`config.mk`:
```
export PLATFORM = sky130hd
export DESIGN_NAME = uart_tx_scheduler
export DESIGN_NICKNAME = d
export VERILOG_FILES = /design/src/rtl/uart_tx_scheduler.sv
export SDC_FILE = /design/constraint.sdc
export NUM_CORES = 1
export LEC_CHECK = 0
export BUFFER_PORTS_ARGS = -buffer_cell sky130_fd_sc_hd__buf_4
export CORE_MARGIN = 4
export CORE_UTILIZATION = 35
export DETAILED_ROUTE_END_ITERATION = 12
export HOLD_SLACK_MARGIN = 0.1
export PLACE_DENSITY = 0.6
export SYNTH_ARGS = -nofsm -noshare
export SYNTH_HDL_FRONTEND = slang
export SYNTH_SLANG_ARGS = --single-unit
export TNS_END_PERCENT = 5
```
`constraint.sdc`:
```
create_clock -name clk -period 5.1 [get_ports clk]
set_input_delay 0.765 -clock clk [delete_from_list [all_inputs] [get_ports clk]]
set_output_delay 0.765 -clock clk [all_outputs]
set_load 0.01 [all_outputs]
```
`src/rtl/uart_tx_scheduler.sv`:
```
// uart_tx_scheduler: grants the shared TX FIFO write port to whole report (hex display + CR LF) or RX echo messages.
// Define UART_ECHO_EN to compile in the echo path; without it only report messages are sent.
module uart_tx_scheduler #(
    parameter bit CRLF_EN = 1'b1
) (
    input  logic        clk,
    input  logic        reset_n,
    input  logic        clk_en,
    input  logic [15:0] display_in,
    input  logic [7:0]  rx_data,
    input  logic        rx_empty,
    output logic        rd_uart,
    input  logic        tx_full,
    output logic        wr_uart,
    output logic [7:0]  w_data,
    output logic        busy,
    output logic [7:0]  msg_count
);
    typedef enum logic [1:0] {IDLE, ECHO_WR, REP_WR} state_t;

    state_t      state_q;
    logic [15:0] last_disp_q, snap_q;
    logic [2:0]  idx_q;
    logic [7:0]  msg_count_q;
    logic        rep_pend, grant_rep, grant_echo;
    logic [3:0]  nib;
    logic [7:0]  hex_char, rep_char;

    localparam logic [2:0] LAST_IDX = CRLF_EN ? 3'd5 : 3'd3;

    assign rep_pend = display_in != last_disp_q;

`ifdef UART_ECHO_EN
    logic [7:0] echo_q;
    logic       last_grant_q;
    // last_grant_q: 0 = echo, 1 = report; only contested grants update it
    assign grant_echo = !rx_empty && (!rep_pend || last_grant_q);
    assign grant_rep  = rep_pend && (rx_empty || !last_grant_q);
    assign rd_uart    = clk_en && state_q == IDLE && grant_echo;
    assign w_data     = state_q == REP_WR ? rep_char : state_q == ECHO_WR ? echo_q : 8'h00;
`else
    logic unused_rx;
    assign unused_rx  = ^{rx_data, rx_empty};
    assign grant_echo = 1'b0;
    assign grant_rep  = rep_pend;
    assign rd_uart    = 1'b0;
    assign w_data     = state_q == REP_WR ? rep_char : 8'h00;
`endif

    assign nib      = idx_q == 3'd0 ? snap_q[15:12] :
                      idx_q == 3'd1 ? snap_q[11:8]  :
                      idx_q == 3'd2 ? snap_q[7:4]   : snap_q[3:0];
    assign hex_char = nib < 4'd10 ? {4'h3, nib} : 8'h37 + {4'h0, nib};
    assign rep_char = idx_q == 3'd4 ? 8'h0D : idx_q == 3'd5 ? 8'h0A : hex_char;

    assign wr_uart   = clk_en && !tx_full && state_q != IDLE;
    assign busy      = state_q != IDLE;
    assign msg_count = msg_count_q;

    always_ff @(posedge clk or negedge reset_n) begin
        if (!reset_n) begin
            state_q      <= IDLE;
            last_disp_q  <= 16'h0000;
            snap_q       <= 16'h0000;
            idx_q        <= 3'd0;
            msg_count_q  <= 8'h00;
`ifdef UART_ECHO_EN
            echo_q       <= 8'h00;
            last_grant_q <= 1'b0;
`endif
        end else if (clk_en) begin
            case (state_q)
                IDLE: begin
                    if (grant_rep) begin
                        snap_q      <= display_in;
                        last_disp_q <= display_in;
                        idx_q       <= 3'd0;
                        state_q     <= REP_WR;
`ifdef UART_ECHO_EN
                        if (!rx_empty) last_grant_q <= 1'b1;
`endif
                    end
`ifdef UART_ECHO_EN
                    else if (grant_echo) begin
                        echo_q  <= rx_data;
                        state_q <= ECHO_WR;
                        if (rep_pend) last_grant_q <= 1'b0;
                    end
`endif
                end
                REP_WR: begin
                    if (!tx_full) begin
                        if (idx_q == LAST_IDX) begin
                            msg_count_q <= msg_count_q + 8'd1;
                            state_q     <= IDLE;
                        end else begin
                            idx_q <= idx_q + 3'd1;
                        end
                    end
                end
`ifdef UART_ECHO_EN
                ECHO_WR: if (!tx_full) state_q <= IDLE;
`endif
                default: state_q <= IDLE;
            endcase
        end
    end
endmodule

```
==> results of run 1 <==
[state kept, by name, summed over array words and instances, names as in the netlist]
register   cells
msg_count      8
snap_q        16
idx_q          3
state_q        1
[how the worst min path moves through the flow]
stage / from / endpoint / slack (ns)
2_1_floorplan: reset_n / idx_q[0] / 0.47
3_3_place_gp: msg_count[7] / msg_count[7] / 0.46
3_5_place_dp: msg_count[7] / msg_count[7] / 0.47
4_1_cts: reset_n / snap_q[9] / 0.40
5_1_grt: reset_n / snap_q[9] / 0.41
6_report: reset_n / snap_q[9] / 0.39
[routing by layer]
metal	wire, um	GRT usage (%)	share of wire [%]	vias to the layer above
met1	1810	17.3	49	614
li1	-	-	-	649
met3	218	3.95	5.9	4
met5	0	0	0	-
met2	1660	19.2	45	27
met4	38	3.61	1.0	0
[per-stage QoR]
| step | util [%] | total power [mW] | instance area [um^2] | hold slack [ns] | setup slack (ns) |
|---|---|---|---|---|---|
| 6_report | 43.7 | 1.33 | 2120 | 0.388 | 1.57 |
| 5_1_grt | 43.7 | 1.46 | 2120 | 0.409 | 1.36 |
| 2_1_floorplan | - | 0.989 | 1790 | 0.469 | 2.24 |
| 4_1_cts | 43.7 | 1.35 | 2120 | 0.404 | 1.55 |
| 3_3_place_gp | 42.9 | 1.21 | 2080 | 0.464 | 1.90 |
| 3_5_place_dp | 42.9 | 1.23 | 2080 | 0.470 | 1.87 |
[cells in the final DEF (no fill, tap or decap), types with 3 or more instances in the layout]
cell type	Yosys	final
ha_1	6	6
xnor2_1	20	20
nand2b_1	4	4
nor2_1	6	5
inv_1	6	6
xor2_1	3	3
dfrtp_1	28	28
mux2_4	15	15
buf_4	2	37
nand2_1	17	17
nand4_1	9	9
clkbuf_8	0	3
nand3_1	5	5
o21ai_0	6	6
a21oi_1	8	8
[critical path, stage by stage (launching register included)]
cell      delay [ns]
dfrtp_1         0.42
inv_1           0.10
ha_1            0.47
o21ai_0         0.19
a32oi_1         0.38
ha_1            0.30
a22o_1          0.22
a221oi_2        0.24
buf_4           0.16
[cells by family after synthesis]
family	Yosys count	synth area share [%]
simple gates	47	13.2
compound gates	31	13.2
flops	28	39.2
xor+xnor	23	11.3
mux	16	13.2
buf+inv	14	5.53
fa+ha+maj	6	4.20
other cells	1	0.210
[cell type report]
cell class,instances,share of cell area [%]
tap,67,3.96
multi-input combinational,125,46.9
inverter,6,1.06
timing repair buffer,37,13.1
sequential,28,33.1
clock buffer,3,1.95
[power by group through the flow]
stage / clock network, mW / registers (mW) / logic, mW
6_report: 0.121 / 0.410 / 0.803
3_5_place_dp: 0 / 0.415 / 0.811
4_1_cts: 0.127 / 0.411 / 0.814
3_3_place_gp: 0 / 0.413 / 0.800
2_1_floorplan: 0 / 0.385 / 0.604
5_1_grt: 0.136 / 0.427 / 0.899
==> metrics, run 1 <==
clk sinks 28; critical path endpoint category output port; pin count of the biggest net entering global routing 29; Initial Utilization 36.9%; area leader, netlist dfrtp_1; detailed-router iteration count before antenna repair 4; Synthesis Warnings 0; hold buffer count at cts 0; initial detailed-routing violation count 60; Reg2Reg Depth 8; P&R area growth vs syn 18.6%; Placeable Area 4850 um^2; Clock Power Share 9.1%; GPL Wtd Cong 0.696; Min Clock Period, post-route 3.53 ns; remaining global-route overflow 0; final period utilization 69.1%; Final Hold Vio Count 0; drt wl/cell 14.0 um; first-pass GRT wire length 6290 um; Net Switching 0.553 mW; Int Pwr 0.781 mW; Leak 0.957 nW; startpoint types flip-flop; Yosys reg bits 28; TritonCTS clock tree built; footprint of the multi-input gates 993 um^2; Worst-Skew Late Latency 0.28 ns; placed insts 263; nets 236; share of cells above drive strength 1 32.7%; Worst Skew 0.00791 ns; die area 6310 um^2; P per Cell Area 629 nW/um^2; number of buffers created by CTS 3; DIE WIDTH 79.5 um; Clock Pin Slew Worst Setup and Hold Paths 0.10 ns; CTS root buffer clkbuf_8; Fillers 494; async set-reset flop share out of synthesis 100%; Worst Path Max Fanout 14; vias in the first global route 1256; Syn Inst Count 166; total of max-cap violations 0; Comb pwr share 60.2%; status finished, final reports clean; CTS max path bufs 2; Total GRT Usage 12.7%; top cells by count, synth dfrtp_1 (28), xnor2_1 (20), nand2_1 (17), mux2_4 (15), nand4_1 (9); Hold Crit Class primary input to async pin; synth unique cells 38; Worst Setup SP idx_q[1]; CP arrival 2.76 ns; Slew HR 56.9%; vias per cell 4.86; Die H 79.5 um; worst setup path category flip-flop to output port; CTS-repair resized insts 0; reg2reg start idx_q[1]; most frequent cell after synthesis dfrtp_1; Synth Area per Inst 10.8 um^2; synth top area cells dfrtp_1 (39%), mux2_4 (13%), xnor2_1 (9.8%), ha_1 (4.2%), nand2_1 (3.6%); HPWL Detailed 2830 um; RSZ-0062 raised after global routing false; Routed Antenna Nets 0; I/O pin count 48; worst slew pin tran 0.645 ns; share of power burned in registers 30.7%; Critical Path End w_data[1]; # diodes 0; postcts setup bufs 0; area share of the largest cell type after synthesis 39.2%; fmax 0.284 GHz; DRC violations left 0; buffers added on ports 36; Max VDD drop 0.184 mV; Mapped Area 1790 um^2; count of final setup violators 0; Post-Route WL 3720 um; Fin Setup TNS 0 ns; Final Non-Filler Cells 266; H-tree depth 1; critical path required time 4.34 ns; Synth Flop Type dfrtp_1; Final Slew Violations 0; initial antenna violation count 0; switch share 41.5%; reg2reg end msg_count[7]; Site Rows 25; share of the yosys chip area belonging to registers 39.2%; Storage cell area 701 um^2; vias 1294; register-to-register setup slack 2.85 ns; Post-synth EDFFs 0
(Power assumes the default switching activity.)
==> inputs of run 2 (changes only) <==
==> constraint.sdc (replaced) <==
create_clock -name clk -period 3.35 [get_ports clk]
set_input_delay 0.5025 -clock clk [delete_from_list [all_inputs] [get_ports clk]]
set_output_delay 0.5025 -clock clk [all_outputs]
set_load 0.01 [all_outputs]
==> run 2 against run 1 <==
- worst setup slack worse by 1.3 ns
- flip-flop and latch count stayed put
- critical path type unchanged
- utilization is 0.90 points higher
- hold slack worse by 0.27 ns
- critical path depth stayed put
- global-route usage is 0.39 points higher
- non-clock buffer count is 2 higher
- sequential share of layout area is 0.67 points lower
- first-iteration DRC count is 27% higher
- clock skew is 0.0028 ns lower
- count of clock-buffer cells in the layout is 1 higher
- cell count is 1.1% higher
==> metrics, run 2 (synthesized netlist as in run 1, its figures left out) <==
status finished, final reports clean; Clock Pin Slew Worst Setup and Hold Paths 0.10 ns; detailed-router iteration count before antenna repair 4; Post-Route WL 3760 um; first-pass GRT wire length 6450 um; DP Area 2090 um^2; DRC violations left 0; HPWL Detailed 2840 um; leading cell type in the layout, fill and taps excluded buf_4; Routed Antenna Nets 0; Hold Crit Class primary input to async pin; most frequent CP cell ha_1; Worst Path Max Fanout 6; worst setup path category flip-flop to output port; Pwr Total 2.10 mW; remaining global-route overflow 0; Worst path max stage delay 0.45 ns; number of buffers created by CTS 3; Max VDD drop 0.272 mV; Worst-Skew Late Latency 0.28 ns; fmax 0.322 GHz; I/O pin count 48; die area 6310 um^2; Biggest register snap_q; clk sinks 28; Leak 0.975 nW; initial antenna violation count 0; initial detailed-routing violation count 76; vias in the first global route 1335; # diodes 0; pin count of the biggest net entering global routing 29; Placeable Area 4850 um^2; Storage cell area 701 um^2; hold buffer count at cts 0; P&R area growth vs syn 21.1%; RSZ-0062 raised after global routing false; Fillers 498; total of max-cap violations 0; vias per cell 4.95; Site Rows 25; Die H 79.5 um; postcts setup bufs 0; count of final setup violators 0; most frequent cells in the layout buf_4 (39), dfrtp_1 (28), xnor2_1 (20); CTS-repair resized insts 0; Buf+Inv Stages, Crit Path 2; delay-heaviest family, CP compound AO/OA/AOI/OAI gates; Min Clock Period, post-route 3.11 ns; final period utilization 92.8%; critical path endpoint category output port; post-layout instance area 2160 um^2; Fin Setup TNS 0 ns; P per Cell Area 971 nW/um^2; CTS max path bufs 2; TritonCTS clock tree built; share of cells above drive strength 1 35.1%; CP cell instances inv_1, ha_1, o31ai_2, a32oi_2, ha_1, a22o_1, a221oi_2, buf_4; fin util 44.6%; Total GRT Usage 13.0%; CP arrival 2.61 ns; Final Hold Vio Count 0; critical path required time 2.85 ns; buffers added on ports 36; H-tree depth 1; max FFs per register 16; Final Slew Violations 0; GPL Wtd Cong 0.704; drt wl/cell 14.0 um; footprint of the multi-input gates 1010 um^2; nets 238; CTS root buffer clkbuf_8; DIE WIDTH 79.5 um; Max stage delay cell, worst path dfrtp_1; startpoint types flip-flop; vias 1332; Worst Skew 0.00507 ns; Initial Utilization 36.9%
==> run 2: cell count changes in the layout (fill, tap and decap cells not counted), sizes merged <==
cell	delta
clkbuf	+1
buf	+2
==> run 2: final cells by class <==
class	count	share of cell area [%]
multi-input combinational	125	46.6
sequential	28	32.4
timing repair buffer	39	13.5
tap	67	3.88
clock buffer	4	2.54
inverter	6	1.04
==> run 2: through the flow <==
| step | setup slack (ns) | hold WS (ns) | instances |
|---|---|---|---|
| floorplan | 0.751 | 0.207 | 167 |
| global placement | 0.419 | 0.447 | 265 |
| detailed placement | 0.402 | 0.453 | 265 |
| CTS | 0.0701 | 0.134 | 269 |
| global route | 0.0508 | 0.149 | 269 |
| finish | 0.241 | 0.123 | 269 |
==> run 2: final timing paths <==
path                                 from            to  slack, ns  cells after the start
min in group clk           display_in[10]    snap_q[10]       0.44                      3
setup reg to reg                 idx_q[1]  msg_count[7]       1.13                      9
max in group asynchronous         reset_n    state_q[1]       2.95                      1
hold reg to reg              msg_count[7]  msg_count[7]       0.48                      1
setup / recovery                 idx_q[0]     w_data[1]       0.24                      8
hold / removal                    reset_n     snap_q[9]       0.12                      1
==> run 2: routing by layer <==
metal | vias up | share of wire, % | track usage, %
met1 | 638 | 47 | 16.8
li1 | 654 | - | -
met5 | - | 0 | 0
met4 | 0 | 1.4 | 4.64
met3 | 5 | 6.2 | 3.27
met2 | 35 | 46 | 21.1
==> run 2: power by group <==
part | internal, mW | total [mW] | switching, mW
clock network | 0.106 | 0.217 | 0.111
registers | 0.466 | 0.626 | 0.160
logic | 0.663 | 1.26 | 0.594
